$ cat src/rtl/regfile_mp_if.sv
// Register-file access bundle: two read ports, two write ports, clear request and busy flag.
interface regfile_mp_if #(
    parameter int unsigned ADDR_WIDTH = 5,
    parameter int unsigned DATA_WIDTH = 32
);
    logic [ADDR_WIDTH-1:0] A1;
    logic [ADDR_WIDTH-1:0] A2;
    logic [DATA_WIDTH-1:0] RD1;
    logic [DATA_WIDTH-1:0] RD2;
    logic [ADDR_WIDTH-1:0] A3;
    logic [DATA_WIDTH-1:0] WD3;
    logic                  WE3;
    logic [ADDR_WIDTH-1:0] A4;
    logic [DATA_WIDTH-1:0] WD4;
    logic                  WE4;
    logic                  clear;
    logic                  busy;

    modport master (
        output A1, A2, A3, WD3, WE3, A4, WD4, WE4, clear,
        input  RD1, RD2, busy
    );

    modport slave (
        input  A1, A2, A3, WD3, WE3, A4, WD4, WE4, clear,
        output RD1, RD2, busy
    );
endinterface

$ cat src/rtl/regfile_mp.sv
// Two-write / two-read register file with optional zero register, write bypass
// and a one-register-per-cycle clear engine that runs after reset or on request.
module regfile_mp #(
    parameter int unsigned DATA_WIDTH = 32,
    parameter int unsigned ADDR_WIDTH = 5,
    parameter int unsigned NUM_REGS   = 32,
    parameter bit          ZERO_REG   = 1'b1,
    parameter bit          BYPASS     = 1'b1
) (
    input  logic         clk,
    input  logic         rst,
    regfile_mp_if.slave  bus
);
    localparam int unsigned DEPTH = 1 << ADDR_WIDTH;
    localparam int unsigned AW1   = ADDR_WIDTH + 1;
    localparam logic [ADDR_WIDTH:0]   LIMIT = AW1'(NUM_REGS);
    localparam logic [ADDR_WIDTH-1:0] LAST  = ADDR_WIDTH'(NUM_REGS - 1);

    typedef enum logic {IDLE, CLEAR} state_t;

    state_t                state;
    logic [ADDR_WIDTH-1:0] cnt;
    logic                  busy_q;
    logic [DATA_WIDTH-1:0] mem [DEPTH];
    logic                  we3_ok;
    logic                  we4_ok;
    logic [DATA_WIDTH-1:0] rd1;
    logic [DATA_WIDTH-1:0] rd2;

    // An address is usable when it is implemented and not the hardwired zero register.
    function automatic logic addr_ok(input logic [ADDR_WIDTH-1:0] a);
        return ({1'b0, a} < LIMIT) && !(ZERO_REG && (a == '0));
    endfunction

    assign we3_ok = bus.WE3 && addr_ok(bus.A3) && (state == IDLE);
    assign we4_ok = bus.WE4 && addr_ok(bus.A4) && (state == IDLE);

    // Clear engine, user writes and busy flag; port 3 is written last so it wins a collision.
    always_ff @(posedge clk) begin
        if (rst) begin
            state  <= CLEAR;
            cnt    <= '0;
            busy_q <= 1'b1;
        end else begin
            case (state)
                IDLE: begin
                    if (we4_ok) mem[bus.A4] <= bus.WD4;
                    if (we3_ok) mem[bus.A3] <= bus.WD3;
                    if (bus.clear) begin
                        state  <= CLEAR;
                        cnt    <= '0;
                        busy_q <= 1'b1;
                    end
                end
                CLEAR: begin
                    mem[cnt] <= '0;
                    cnt      <= cnt + ADDR_WIDTH'(1);
                    if (cnt == LAST) begin
                        state  <= IDLE;
                        busy_q <= 1'b0;
                    end
                end
                default: begin
                    state  <= IDLE;
                    busy_q <= 1'b0;
                end
            endcase
        end
    end

    // Read port 1: bypass from an accepted same-cycle write, then zero the forced-zero cases.
    always_comb begin
        rd1 = mem[bus.A1];
        if (BYPASS) begin
            if (we3_ok && (bus.A3 == bus.A1))      rd1 = bus.WD3;
            else if (we4_ok && (bus.A4 == bus.A1)) rd1 = bus.WD4;
        end
        if (busy_q || !addr_ok(bus.A1)) rd1 = '0;
    end

    always_comb begin
        rd2 = mem[bus.A2];
        if (BYPASS) begin
            if (we3_ok && (bus.A3 == bus.A2))      rd2 = bus.WD3;
            else if (we4_ok && (bus.A4 == bus.A2)) rd2 = bus.WD4;
        end
        if (busy_q || !addr_ok(bus.A2)) rd2 = '0;
    end

    assign bus.RD1  = rd1;
    assign bus.RD2  = rd2;
    assign bus.busy = busy_q;
endmodule
$ cat src/flat_wrapper.sv
// flat-port wrapper written by rule: the top's interface ports become plain ports
module regfile_mp_flat 
#(
    parameter int unsigned DATA_WIDTH = 32,
    parameter int unsigned ADDR_WIDTH = 5,
    parameter int unsigned NUM_REGS   = 32,
    parameter bit          ZERO_REG   = 1'b1,
    parameter bit          BYPASS     = 1'b1
)
  (clk, rst, bus_A1, bus_A2, bus_A3, bus_WD3, bus_WE3, bus_A4, bus_WD4, bus_WE4, bus_clear, bus_RD1, bus_RD2, bus_busy);
  regfile_mp_if #(.ADDR_WIDTH(ADDR_WIDTH), .DATA_WIDTH(DATA_WIDTH)) bus_i ();
  input  logic clk;
  input  logic rst;
  input wire logic [$bits(bus_i.A1)-1:0] bus_A1;
  input wire logic [$bits(bus_i.A2)-1:0] bus_A2;
  input wire logic [$bits(bus_i.A3)-1:0] bus_A3;
  input wire logic [$bits(bus_i.WD3)-1:0] bus_WD3;
  input wire logic [$bits(bus_i.WE3)-1:0] bus_WE3;
  input wire logic [$bits(bus_i.A4)-1:0] bus_A4;
  input wire logic [$bits(bus_i.WD4)-1:0] bus_WD4;
  input wire logic [$bits(bus_i.WE4)-1:0] bus_WE4;
  input wire logic [$bits(bus_i.clear)-1:0] bus_clear;
  output wire logic [$bits(bus_i.RD1)-1:0] bus_RD1;
  output wire logic [$bits(bus_i.RD2)-1:0] bus_RD2;
  output wire logic [$bits(bus_i.busy)-1:0] bus_busy;
  assign bus_i.A1 = bus_A1;
  assign bus_i.A2 = bus_A2;
  assign bus_i.A3 = bus_A3;
  assign bus_i.WD3 = bus_WD3;
  assign bus_i.WE3 = bus_WE3;
  assign bus_i.A4 = bus_A4;
  assign bus_i.WD4 = bus_WD4;
  assign bus_i.WE4 = bus_WE4;
  assign bus_i.clear = bus_clear;
  assign bus_RD1 = bus_i.RD1;
  assign bus_RD2 = bus_i.RD2;
  assign bus_busy = bus_i.busy;
  regfile_mp #(.DATA_WIDTH(DATA_WIDTH), .ADDR_WIDTH(ADDR_WIDTH), .NUM_REGS(NUM_REGS), .ZERO_REG(ZERO_REG), .BYPASS(BYPASS)) u_core (.clk(clk), .rst(rst), .bus(bus_i));
endmodule
$ cat config.mk
export PLATFORM = sky130hd
export DESIGN_NAME = regfile_mp_flat
export DESIGN_NICKNAME = d
export VERILOG_FILES = /design/src/rtl/regfile_mp_if.sv /design/src/rtl/regfile_mp.sv /design/src/flat_wrapper.sv
export SDC_FILE = /design/constraint.sdc
export NUM_CORES = 2
export LEC_CHECK = 0
export BUFFER_PORTS_ARGS = -buffer_cell sky130_fd_sc_hd__buf_4
export CAP_MARGIN = 20
export CELL_PAD_IN_SITES_DETAIL_PLACEMENT = 1
export CELL_PAD_IN_SITES_GLOBAL_PLACEMENT = 1
export CORE_AREA = 2 2 494 496
export DETAILED_ROUTE_END_ITERATION = 8
export DIE_AREA = 0 0 496 498
export GPL_TIMING_DRIVEN = 0
export PLACE_DENSITY = 0.41
export SLEW_MARGIN = 25
export SYNTH_ARGS = -nofsm -noshare
export SYNTH_HDL_FRONTEND = slang
export SYNTH_SLANG_ARGS = --single-unit
$ cat constraint.sdc
create_clock -name clk -period 4.6 [get_ports clk]
set_input_delay 0.46 -clock clk [delete_from_list [all_inputs] [get_ports clk]]
set_output_delay 0.46 -clock clk [all_outputs]
set_load 0.01 [all_outputs]
==> flow_summary_export.csv <==
group,metric,value,unit
run_status,outcome,"finished, violations left",
run_status,violations,"negative setup slack",
layout,stdcell_count,9377,
min_path,hold_start,"bus_WD3[15]",
clock_tree,clk_pin_slew,60,ps
die,core-area,0.242,mm2
routing,drt-initial-drc-count,4434,
power,pwr-share-clk,0.448,
min_path,min_path_cells,3,
critical_path,cp.arrival,4330,ps
clock_tree,cts-htree-levels,4,
job,maxCapViolations,0,
synth,postSynthCellCount,5738,
die,rows,181,
place,dpl.hpwl,276000,um
layout,nNetsFinal,6146,
sta,fin_crit_sh,1.04,
die,ios,154,
synth,synth_area_leaders,"edfxtp_1 (51%), mux2i_1 (13%), o21ai_0 (10%), nand2_1 (6.9%), mux4_2 (4.9%)",
place,io_buffers,113,
sta,tightest_slew,1100,ps
critical_path,cp_max_fo,10,
synth,synth_edf_count,1024,
min_path,hold_class,"in2reg",
critical_path,reg2reg_depth,7,
power,combPwrFrac,0.116,
clock_tree,clk_path_buf_depth,3,
synth,syn_nets,5829,
layout,fill_cells,26948,
routing,wl_met3,14500,um
routing,routed_wl,335000,um
synth,ys.flop_type,"edfxtp_1",
clock_tree,cts_buffers,134,
synth,netlist-cell-type-count,59,
critical_path,critPathBufInv,5,
sta,hold_violations,0,
power,p_per_area,332,mW/mm2
critical_path,rr_endpoint,"u_core.mem[31][15]",
routing,drc,0,
power,p_switching,6640,uW
power,swShare,0.277,
routing,dr_total_vias,50460,
routing,top_layer,"met5",
die,die_w,496,um
critical_path,path_cells,"buf_2 > buf_2 > buf_4 > buf_4 > mux2i_1 > a221oi_1 > o21ai_0 > and4_1 > o21ai_1 > buf_4",
layout,drive_gt1_frac,0.144,
critical_path,cp-start-kind,"input pin",
power,leakage,0.0241,uW
sta,setup_slack,-189,ps
routing,dr.pass1.iters,6,
synth,postSynthAreaPerCell,10.5,um2
critical_path,rrSetupSlack,260,ps
layout,stdcell_area,0.0721,mm2
synth,synth_top_area_frac,0.511,
power,p_int,17300,uW
sta,slew_headroom,0.257,
sta,final.setup_skew,23.3,ps
place,place_area,0.0672,mm2
die,start_util,0.249,
synth,seq_area_frac_synth,0.514,
sta,finalMaxSlewViolations,0,
layout,syn_to_final_growth,19.9,%
synth,ys_ff_latch,1031,
critical_path,cp-end-kind,"primary output",
die,die-area,0.247,mm2
synth,ys_top_cells_by_count,"o21ai_0 (1207), nand2_1 (1112), edfxtp_1 (1024)",
synth,async_flop_share,0,
critical_path,slowest_stage,"buf_2",
sta,setup_viol,14,
clock_tree,cts-root-buf,"clkbuf_16",
critical_path,reg2reg_from,"u_core.state",
routing,wire_per_inst,35.8,um
synth,synth_top_cell_by_area,"edfxtp_1",
synth,netlist_area,0.0601,mm2
routing,wirelength_met1,151000,um
sta,fin_crit,4790,ps
power,vdd_drop_max,416,uV
critical_path,cp_top_family,"buffers and inverters",
clock_tree,cts_sinks,1031,
critical_path,slowest_delay,540,ps
sta,fmax,209,MHz
routing,vias_per_cell,5.38,
global_route,grt_max_degree,22,
global_route,antenna_found_initial,32,
critical_path,critPathKind,"in2out",
place,finalWeightedCongestion,0.970,
synth,yosys_warnings,0,
power,power,24000,uW
clock_tree,insertion_delay,830,ps
min_path,hold-path-endpoint,"u_core.mem[1][15]",
global_route,grt_pass1_vias,51354,
global_route,track_usage,0.266,
global_route,grt_pass1_wl,450000,um
global_route,gr-total-overflow,0,
routing,ant_nets,0,
sta,rsz0062_at_grt,"false",
power,p_seq_frac,0.436,
clock_tree,cts_tree,"done",
place,dp_cells,9114,
routing,dr_wl_met2,156000,um
synth,synth.most_common_cell,"o21ai_0",
critical_path,crit_path_frequent_cell,"buf_4",
critical_path,worst_ep_required_time,4140,ps
die,chipHeight,498,um
-- what timing repair did --
| item | 4_1_cts | 5_1_grt |
|---|---|---|
| endpoints found under the hold margin | 5 | 0 |
| pin swaps | 3 | 0 |
| resized for setup | 95 | 20 |
| hold buffers | 2 | 0 |
| buffers inserted | 8 | 0 |
| endpoints found under the setup margin | 63 | 12 |
-- kinds of logic (layout without fill, tap and decap cells) --
family	Yosys count	after routing	synth area share
AOI/OAI and AO/OA	1686	1686	0.156
and+or+nand+nor	1358	1358	0.0987
buffers and inverters	747	1170	0.0522
other	0	14	0
adders and majority gates	2	2	0.000416
DFF	1031	1031	0.514
muxes	894	894	0.176
xor gates and xnor gates	20	20	0.00291
-- registers in the layout (all words and copies together) (netlist names) --
signal / flops
u_core.state: 1
u_core.cnt: 5
u_core.mem: 1024
u_core.bus.busy: 1
-- metrics by stage --
| stage | setup TNS (ps) | util | hold WS (ps) | setup slack [ps] |
|---|---|---|---|---|
| 2_1_floorplan | 0 | - | 499 | 913 |
| 3_3_place_gp | -1793900 | 0.269 | 545 | -2590 |
| 3_5_place_dp | -38970 | 0.278 | 560 | -908 |
| 4_1_cts | 0 | 0.298 | 5.60 | 4.78 |
| 5_1_grt | 0 | 0.298 | 82.9 | 2.37 |
| 6_report | -841 | 0.298 | 71.8 | -189 |
-- area by class of cell --
cell class / count / area [um2] / share of cell area
antenna: 14 / 35.0 / 0.000486
buffer: 705 / 3100 / 0.0431
clock buffer: 162 / 3480 / 0.0483
clock inverter: 80 / 827 / 0.0115
inverter: 39 / 146 / 0.00203
multi-input combinational: 3960 / 27100 / 0.377
sequential: 1031 / 30900 / 0.429
tap: 3202 / 4010 / 0.0556
timing repair buffer: 184 / 2440 / 0.0339
-- per-layer routing --
layer,track usage,vias to the layer above
met5,0,-
met4,0.102,2
li1,-,22160
met2,0.429,1463
met3,0.0270,357
met1,0.366,26478
-- power by group through the flow --
stage,logic (uW),registers (uW),clock network (uW)
detailed placement,2690,10600,0
global route,2880,10400,11200
CTS,2730,10400,10900
floorplan,1340,10600,0
finish,2780,10400,10700
global placement,2560,10700,0
-- worst reg2reg max path, cell delays in order (launching register included) --
cell and delay, ps:
dfxtp_1 320, nor2b_1 270, nand3b_1 490, nor3_1 840
clkbuf_1 660, clkbuf_1 760, o21bai_4 440, buf_16 240
-- how the worst max path moves through the flow --
stage	start	endpoint	slack, ps	depth (start not counted)
2_1_floorplan	rst	u_core.mem[3][0]	910	4
3_3_place_gp	rst	u_core.mem[25][16]	-2590	6
3_5_place_dp	bus_A2[0]	bus_RD2[4]	-910	10
4_1_cts	bus_A1[2]	bus_RD1[3]	5	9
5_1_grt	bus_A1[2]	bus_RD1[21]	2	10
6_report	bus_A1[2]	bus_RD1[29]	-190	10
-- placed cells by master (no fill, tap or decap), drive strengths merged, types with 7 or more instances in the layout --
cell	instances
buf	381
clkinv	63
o21ai	1248
o22ai	263
and4	63
dfxtp	7
nor3	14
nor2	27
nand2b	13
o21bai	16
a221oi	124
a21oi	9
edfxtp	1024
nand4b	7
inv	43
diode	14
xnor2	10
nor4	72
clkbuf	665
bufinv	12
nand3	8
mux4	132
mux2i	758
xor2	10
nand2	1112
Power figures use the tool's default switching activity.
